## config.mk

```make
export PLATFORM = sky130hd
export DESIGN_NAME = score_bcd_display
export DESIGN_NICKNAME = d
export VERILOG_FILES = /design/src/rtl/display_pkg.sv /design/src/rtl/seg7_encoder.sv /design/src/rtl/score_bcd_display.sv
export SDC_FILE = /design/constraint.sdc
export NUM_CORES = 1
export LEC_CHECK = 0
export ABC_AREA = 1
export ABC_CLOCK_PERIOD_IN_PS = 4600
export CORE_AREA = 5 5 122 124
export DETAILED_ROUTE_END_ITERATION = 7
export DIE_AREA = 0 0 127 129
export GPL_ROUTABILITY_DRIVEN = 0
export HOLD_SLACK_MARGIN = 0.05
export SYNTH_ARGS = -nofsm -noshare
export SYNTH_HDL_FRONTEND = slang
export SYNTH_HIERARCHICAL = 1
export SYNTH_SLANG_ARGS = --single-unit
```

## constraint.sdc

```tcl
create_clock -name clk -period 4.6 [get_ports clk]
set_input_delay 1.38 -clock clk [delete_from_list [all_inputs] [get_ports clk]]
set_output_delay 1.38 -clock clk [all_outputs]
set_load 0.05 [all_outputs]
```

## src/rtl/display_pkg.sv

```systemverilog
// Shared constants for the seven-segment display paths (score and timer).
// Segment patterns are active-low, bit order gfedcba.
package display_pkg;

    localparam logic [6:0] SEG_0     = 7'b1000000;
    localparam logic [6:0] SEG_1     = 7'b1111001;
    localparam logic [6:0] SEG_2     = 7'b0100100;
    localparam logic [6:0] SEG_3     = 7'b0110000;
    localparam logic [6:0] SEG_4     = 7'b0011001;
    localparam logic [6:0] SEG_5     = 7'b0010010;
    localparam logic [6:0] SEG_6     = 7'b0000010;
    localparam logic [6:0] SEG_7     = 7'b1111000;
    localparam logic [6:0] SEG_8     = 7'b0000000;
    localparam logic [6:0] SEG_9     = 7'b0010000;
    localparam logic [6:0] SEG_BLANK = 7'h7F;

    // Largest value representable in the given number of decimal digits.
    function automatic int unsigned max_for(input int unsigned digits);
        int unsigned r;
        r = 1;
        for (int unsigned i = 0; i < digits; i++) begin
            r = r * 10;
        end
        return r - 1;
    endfunction

    localparam int unsigned MAX_VALUE = max_for(4);

    typedef enum logic [1:0] {
        IDLE  = 2'd0,
        SHIFT = 2'd1,
        DONE  = 2'd2
    } state_e;

endpackage

```

## src/rtl/seg7_encoder.sv

```systemverilog
// One BCD digit to an active-low gfedcba pattern; non-decimal nibbles and
// an explicit blank request both produce an unlit digit.
module seg7_encoder
    import display_pkg::*;
(
    input  logic [3:0] nibble_i,
    input  logic       blank_i,
    output logic [6:0] segs_o
);

    // NOTE: every path assigns segs_o (default arm included), so no latch is inferred.
    always_comb begin
        segs_o = SEG_BLANK;
        if (!blank_i) begin
            case (nibble_i)
                4'd0:    segs_o = SEG_0;
                4'd1:    segs_o = SEG_1;
                4'd2:    segs_o = SEG_2;
                4'd3:    segs_o = SEG_3;
                4'd4:    segs_o = SEG_4;
                4'd5:    segs_o = SEG_5;
                4'd6:    segs_o = SEG_6;
                4'd7:    segs_o = SEG_7;
                4'd8:    segs_o = SEG_8;
                4'd9:    segs_o = SEG_9;
                default: segs_o = SEG_BLANK;
            endcase
        end
    end

endmodule

```

## src/rtl/score_bcd_display.sv

```systemverilog
// Serial double-dabble binary-to-BCD converter feeding four seven-segment
// displays; one operand bit per clock, with a one-deep pending request slot.
module score_bcd_display
    import display_pkg::*;
#(
    parameter int WIDTH               = 14,
    parameter int DIGITS              = 4,
    parameter int BLANK_LEADING_ZEROS = 1
) (
    input  logic                  clk,
    input  logic                  reset,
    input  logic [WIDTH-1:0]      value,
    input  logic                  value_valid,
    output logic                  busy,
    output logic                  done,
    output logic [4*DIGITS-1:0]   bcd,
    output logic [7*DIGITS-1:0]   hex_segs
);

    localparam int BW = 4 * DIGITS;
    localparam int SW = 7 * DIGITS;
    localparam int CW = $clog2(WIDTH);
    localparam logic [CW-1:0]    LAST_BIT = CW'(WIDTH - 1);
    localparam logic [WIDTH-1:0] SAT      = WIDTH'(max_for(DIGITS));

    function automatic logic [SW-1:0] reset_hex();
        logic [SW-1:0] r;
        for (int i = 0; i < DIGITS; i++) begin
            r[7*i +: 7] = (i == 0 || BLANK_LEADING_ZEROS == 0) ? SEG_0 : SEG_BLANK;
        end
        return r;
    endfunction

    localparam logic [SW-1:0] HEX_RESET = reset_hex();

    state_e           state_q, state_d;
    logic [WIDTH-1:0] op_q, op_d;
    logic [BW-1:0]    scr_q, scr_d;
    logic [CW-1:0]    cnt_q, cnt_d;
    logic             pend_q, pend_d;
    logic [WIDTH-1:0] pval_q, pval_d;
    logic [BW-1:0]    bcd_q, bcd_d;
    logic [SW-1:0]    hex_q, hex_d;
    logic             done_q, done_d;

    logic [BW-1:0]     adj;
    logic [DIGITS-1:0] blank;
    logic [SW-1:0]     enc_segs;
    logic              request;

    assign request = value_valid || pend_q;

    // State register.
    // NOTE: sequential state uses non-blocking assignments so every flop samples pre-edge values.
    always_ff @(posedge clk or posedge reset) begin
        if (reset) state_q <= IDLE;
        else       state_q <= state_d;
    end

    // Next-state logic.
    always_comb begin
        state_d = state_q;
        case (state_q)
            IDLE:    if (request) state_d = SHIFT;
            SHIFT:   if (cnt_q == LAST_BIT) state_d = DONE;
            DONE:    state_d = IDLE;
            default: state_d = IDLE;
        endcase
    end

    // Add-3 correction on every scratch nibble before the shift.
    always_comb begin
        adj = scr_q;
        for (int i = 0; i < DIGITS; i++) begin
            if (scr_q[4*i +: 4] >= 4'd5) adj[4*i +: 4] = scr_q[4*i +: 4] + 4'd3;
        end
    end

    // A digit blanks only when it and everything above it are zero.
    always_comb begin
        logic zero_above;
        zero_above = 1'b1;
        blank      = '0;
        for (int i = DIGITS - 1; i >= 0; i--) begin
            zero_above = zero_above && (scr_q[4*i +: 4] == 4'd0);
            blank[i]   = (BLANK_LEADING_ZEROS != 0) && (i != 0) && zero_above;
        end
    end

    for (genvar g = 0; g < DIGITS; g++) begin : g_enc
        seg7_encoder u_enc (
            .nibble_i (scr_q[4*g +: 4]),
            .blank_i  (blank[g]),
            .segs_o   (enc_segs[7*g +: 7])
        );
    end

    // Output and datapath next-state logic.
    always_comb begin
        op_d   = op_q;
        scr_d  = scr_q;
        cnt_d  = cnt_q;
        pend_d = pend_q;
        pval_d = pval_q;
        bcd_d  = bcd_q;
        hex_d  = hex_q;
        done_d = 1'b0;
        busy   = (state_q != IDLE);

        case (state_q)
            IDLE: begin
                if (request) begin
                    if (value_valid) op_d = (value > SAT) ? SAT : value;
                    else             op_d = (pval_q > SAT) ? SAT : pval_q;
                    scr_d  = '0;
                    cnt_d  = '0;
                    pend_d = 1'b0;
                end
            end
            SHIFT: begin
                scr_d = (adj << 1) | BW'(op_q[WIDTH-1]);
                op_d  = op_q << 1;
                cnt_d = cnt_q + CW'(1);
            end
            DONE: begin
                bcd_d  = scr_q;
                hex_d  = enc_segs;
                done_d = 1'b1;
            end
            default: ;
        endcase

        // Requests arriving mid-conversion wait; the newest one wins.
        if (value_valid && state_q != IDLE) begin
            pend_d = 1'b1;
            pval_d = value;
        end
    end

    always_ff @(posedge clk or posedge reset) begin
        if (reset) begin
            op_q   <= '0;
            scr_q  <= '0;
            cnt_q  <= '0;
            pend_q <= 1'b0;
            pval_q <= '0;
            bcd_q  <= '0;
            hex_q  <= HEX_RESET;
            done_q <= 1'b0;
        end else begin
            op_q   <= op_d;
            scr_q  <= scr_d;
            cnt_q  <= cnt_d;
            pend_q <= pend_d;
            pval_q <= pval_d;
            bcd_q  <= bcd_d;
            hex_q  <= hex_d;
            done_q <= done_d;
        end
    end

    assign done     = done_q;
    assign bcd      = bcd_q;
    assign hex_segs = hex_q;

endmodule

```

Word level (Yosys, flattened, before mapping)
Memory sizes are Yosys's and may differ from the RTL's. A register that Yosys moved wholly into a read port is not among the register bits.
Cells that the tools add are included.
{"block": "word_totals", "reg_bits": 96, "rom_bits": 448, "inputBits": 17, "output_inout_bits": 46, "elab_cells": 68, "memories": 4}
{"name": "(name not given)", "depth": 16, "width": 7, "rd": 1, "rd_ports_with_merged_regs": 1, "wr": 0, "line_no": "seg7_encoder.sv:15", "text": "case (nibble_i)"}
{"name": "(name not given)", "depth": 16, "width": 7, "rd": 1, "rd_ports_with_merged_regs": 0, "wr": 0, "line_no": "seg7_encoder.sv:15"}
{"name": "(name not given)", "depth": 16, "width": 7, "rd": 1, "rd_ports_with_merged_regs": 0, "wr": 0, "line_no": "seg7_encoder.sv:15"}
{"name": "(name not given)", "depth": 16, "width": 7, "rd": 1, "rd_ports_with_merged_regs": 0, "wr": 0, "line_no": "seg7_encoder.sv:15"}
{"block": "op_classes", "addsub": 5, "order_cmp": 6, "eq_ne": 5, "muxes": 23, "bitwise": 1, "n_reduce_logical": 15}
{"cell": "two-way mux 14 bit", "n": 4}
{"cell": "one-hot mux 16 bit (2 select lines)", "n": 1}
{"cell": "greater-than comparator 14 bit (second input constant)", "n": 2}
{"cell": "one-hot mux 14 bit (2 select lines)", "n": 1}
{"cell": "two-way mux 7 bit", "n": 3}
{"cell": ">= comparator 4 x 3 -> 1 bit (second input constant)", "n": 4}
{"cell": "two-way mux 16 bit", "n": 1}
{"cell": "two-way mux 4 bit", "n": 4}
{"cell": "OR 16 x 1 -> 16 bit", "n": 1}
{"cell": "adder 4 x 2 -> 4 bit (second input constant)", "n": 3}
{"cell": "logical NOT 4 bit", "n": 3}
{"cell": "one-hot mux 4 bit (2 select lines)", "n": 1}
{"cell": "nonzero test 2 bit", "n": 4}
{"cell": "AND reduction 2 bit", "n": 3}
{"cell": "adder 4 x 1 -> 4 bit (second input constant)", "n": 1}
{"cell": "== test 4 bit (second input constant)", "n": 1}
{"cell": "two-way mux 1 bit", "n": 4}
{"cell": "two-way mux 2 bit", "n": 2}
{"cell": "!= test 2 bit (second input constant)", "n": 2}
{"cell": "one-hot mux 2 bit (2 select lines)", "n": 1}
{"cell": "adder 3 x 2 -> 3 bit (second input constant)", "n": 1}
{"cell": "logical AND 1 bit", "n": 3}
{"cell": "two-way mux 3 bit", "n": 1}
{"cell": "== test 2 x 1 -> 1 bit (second input constant)", "n": 1}
{"cell": "other kinds (3)", "n": 3}

Logic depth before layout (Yosys ltp)
{"block": "logic_depth", "depth_word": 5, "depth_mapped": 10, "ltp_nobuf": 10}

Hierarchy
The synthesis kept the hierarchy.
{"module": "score_bcd_display", "n_inst": 1, "cells_each": 515, "area_per_inst_um2": 4473.0, "seq_area_each_um2": 2429.8}
{"module": "seg7_encoder at g_enc[1].u_enc ...", "n_inst": 3, "cells_each": 37, "area_per_inst_um2": 203.9, "seq_area_each_um2": 0.0}
{"module": "seg7_encoder at g_enc[0].u_enc", "n_inst": 1, "cells_each": 37, "area_per_inst_um2": 209.0, "seq_area_each_um2": 0.0}

Least setup slack after synthesis
No wires, ideal clock.
{"block": "synth_timing", "kind": "input-to-reg", "start": "input port value_valid", "end": "register cnt_q[0]", "t_arrival_ns": 2.164, "required_time_ns": 4.524, "setup_slack_ns": 2.359, "stages": 8, "path_buffers": 3, "path_cell_list": "buf_6 > nor2_8 > nor2_8 > nor2_4 > buf_6 > buf_6 > nand2_1 > o21ai_2"}
{"block": "synth_between", "elab_chain_cells": 3}
{"element": "start, declared", "line_no": "score_bcd_display.sv:13", "text": "input logic value_valid,"}
{"element": "logical OR 1 bit", "line_no": "score_bcd_display.sv:51", "text": "assign request = value_valid || pend_q;"}
{"element": "!= test 2 bit (no line)"}
{"element": "AND reduction 2 bit (no line)"}
{"element": "end signal, assigned", "line_no": "score_bcd_display.sv:153", "text": "cnt_q <= cnt_d;"}
{"element": "end, declared", "line_no": "score_bcd_display.sv:39", "text": "logic [CW-1:0] cnt_q, cnt_d;"}
Every way passes these cells.
A chain may end at the register's enable or synchronous reset.

Final worst setup path
{"block": "layout_timing", "start": "register state_q[0]", "end": "output port busy"}
{"block": "layout_between", "elab_chain_cells": 1}
{"element": "start, declared", "line_no": "score_bcd_display.sv:36", "text": "state_e state_q, state_d;"}
{"element": "start signal, assigned", "line_no": "score_bcd_display.sv:57", "text": "else state_q <= state_d;"}
{"element": "nonzero test 2 bit", "line_no": "score_bcd_display.sv:108", "text": "busy = (state_q != IDLE);"}
{"element": "end, declared", "line_no": "score_bcd_display.sv:14", "text": "output logic busy,"}
Every way passes these cells.

==> key figures <==
Status
  – Status: finished clean

Finish
  – Design area: 6360 um2
  – Layout Cells excl Fill: 903
  – Antenna cell count: 0
  – Area Growth Syn to Fin: 20.1%
  – Share of post-route cells with drive strength above 1: 12.0%
  – # nets final: 767

Drt
  – Routed vias/inst: 4.68
  – Total number of vias: 4227
  – Routed WL: 10600 um
  – DRC violations left: 0
  – Routed len/inst: 11.7 um
  – 1st-iter DRT viols: 225
  – DRT Pass-1 Iters: 4
  – Final ANT Viol Nets: 0

STA
  – # setup viols final: 0
  – Setup TNS: 0 ps
  – PnR worst setup slack: 1400 ps
  – Relative slew slack: 27.6%
  – Hold Fails Final Rpt: 0
  – Minimum clock period: 3200 ps
  – Final Slew Violations: 0
  – Clk_skew: 9.08 ps
  – Worst hold slack: 460 ps
  – Tcrit/Tclk final: 69.5%
  – RSZ-0062 raised after global routing: false
  – Max Freq: 313 MHz
  – Worst Tran Pin Value: 1090 ps

Global routing
  – Largest net degree at the start of global routing: 90
  – GRT Residual Overflow: 0
  – First-pass GRT wire length: 18600 um
  – Initial antenna violation count: 0
  – Vias in the first global route: 4002
  – Total Routing Usage GR: 13.7%

Worst setup path
  – Type of the worst setup path: flip-flop to primary output
  – CP Launch Type: flip-flop
  – Crit end category: primary output
  – Worst reg-to-reg setup slack: 2130 ps
  – Critical Path AT: 1820 ps
  – WP data required: 3220 ps
  – CP Capture Point: busy
  – Reg2Reg Depth: 5
  – Reg2reg end: scr_q[10]
  – Critical path launch point: state_q[0]
  – Critical-path maximum fanout: 3
  – Critical R2R Launch: state_q[0]

Clock network
  – Worst skew pair latency: 350 ps
  – Clock slew at reported path FFs: 70 ps
  – TritonCTS Buffers: 9
  – Clk sink count: 96
  – Max Root-Sink Buffers: 2
  – Hold_buf cts: 0
  – Root Driver: clkbuf_16
  – TritonCTS clock tree: built
  – Post-cts resize count: 0
  – Setup Buffers After CTS: 0
  – # H-tree levels: 3

Flow run
  – Maxcap violations: 0

Floorplanning
  – I/O pins: 63
  – Core Area: 13700 um2
  – Initial Util: 38.7%
  – Die width: 127 um
  – DIE HEIGHT: 129 um
  – Die Area: 16400 um2
  – Num rows: 43

Place
  – Placed instance area: 6040 um2
  – PortBufs: 62
  – Dpl ws: 1200 ps
  – Dpl cells: 887
  – Post-DP HPWL: 7570 um

Logic synthesis
  – Number of synthesized flops with an enable pin: 0
  – Yosys warning total: 6
  – Sequential area share after synthesis: 45.9%
  – Post-Synthesis Cells: 663
  – #FFs+latches synth: 96
  – Mapped Area: 5290 um2
  – Primary FF master, synth: dfrtp_1
  – Netlist cell types: 31
  – Synth Area per Inst: 7.98 um2
  – Post-synthesis async set-or-reset flop share: 100%

Pwr
  – Static Leak: 0.00313 uW
  – Peak supply drop: 0.274 mV
  – Pwr/cell area: 808 nW/um2

Hold path
  – Type of the tightest min-delay check: flip-flop to flip-flop
-- state kept, by name, summed over array words and instances (netlist names) --
name      flops
cnt_q         4
done          1
pend_q        1
bcd          16
scr_q        16
op_q         14
hex_segs     28
pval_q       14
state_q       2
-- routing by layer --
metal | share of wire, % | up-vias | wire length [um] | GRT usage, %
met4 | 1.5 | 0 | 159 | 4.61
met1 | 49 | 1933 | 5130 | 18.1
met5 | 0 | - | 0 | 0
met2 | 45 | 73 | 4780 | 22.1
li1 | - | 2209 | - | -
met3 | 4.6 | 12 | 488 | 3.53
-- logic make-up after synthesis --
| group | synth area share [%] |
|---|---|
| AOI/OAI and AO/OA | 9.95 |
| xor gates and xnor gates | 0.662 |
| adders and majority gates | 7.56 |
| buffers and inverters | 7.70 |
| DFF | 45.9 |
| muxes | 1.49 |
| other | 0.0708 |
| and+or+nand+nor | 26.7 |
-- critical path, cell delays in order, from the launching register on --
cell and delay, ps:
dfrtp_1 410, nor2_2 220, inv_2 120, clkdlybuf4s50_1 720
-- where the power goes --
part	switching (uW)	total [uW]	internal (uW)
Combinational	1760	2690	932
Clock	348	782	434
Sequential	348	1660	1310
Total	2460	5140	2680
-- area by class of cell --
| type | count | area, um2 |
|---|---|---|
| fill | 1378 | 7310 |
| multi-input combinational | 472 | 2460 |
| sequential | 96 | 2430 |
| timing repair buffer | 66 | 651 |
| inverter | 73 | 277 |
| clock buffer | 9 | 225 |
| tap | 180 | 225 |
| clock inverter | 7 | 86.3 |
-- cells in the mapped netlist (5+ instances only) --
master | number | area share (%)
inv_2 | 12 | 0.85
buf_2 | 8 | 0.76
o21ai_2 | 5 | 0.83
o21ai_0 | 49 | 4.6
nor2_4 | 5 | 1.1
nor2_1 | 29 | 2.1
clkbuf_1 | 9 | 0.64
dfstp_2 | 22 | 11
ha_1 | 32 | 7.6
a21oi_1 | 20 | 1.9
o21ai_1 | 5 | 0.47
inv_1 | 61 | 4.3
nand3_1 | 46 | 4.3
nand2_1 | 237 | 17
mux2_2 | 6 | 1.3
a22oi_1 | 6 | 0.85
dfrtp_1 | 74 | 35
nor2_2 | 9 | 1.1
-- stage by stage --
stage                     total power, uW  utilization [%]
final                                5140             46.5
after global routing                 5590             46.5
after CTS                            5190             46.5
after detailed placement             4390             44.2
after global placement               4330             44.2
after floorplan                      3670                -
-- worst min path at each step --
stage | startpoint | to | slack [ps] | cells after the start
finish | hex_segs[16] | hex_segs[16] | 460 | 2
global route | hex_segs[16] | hex_segs[16] | 470 | 2
CTS | hex_segs[17] | hex_segs[17] | 460 | 2
detailed placement | hex_segs[17] | hex_segs[17] | 450 | 2
global placement | hex_segs[7] | hex_segs[7] | 450 | 2
floorplan | op_q[4] | op_q[4] | 450 | 2
-- cell usage in the layout (no fill, tap or decap), drive strengths merged --
cell | synthesis | routed
dfstp | 22 | 22
ha | 32 | 32
nand3 | 46 | 46
o21ai | 59 | 59
inv | 73 | 77
o311ai | 1 | 1
clkinvlp | 0 | 1
xnor2 | 1 | 1
nand2 | 241 | 241
o22ai | 3 | 3
dfrtp | 74 | 74
a21oi | 20 | 20
bufinv | 0 | 1
mux2 | 7 | 7
o211ai | 3 | 3
nor3 | 1 | 1
nor2 | 45 | 45
a22oi | 6 | 6
clkbuf | 9 | 9
o32ai | 2 | 2
conb | 1 | 2
xor2 | 3 | 3
buf | 14 | 4
clkinv | 0 | 1
clkdlybuf4s50 | 0 | 62
(Power assumes the default switching activity.)
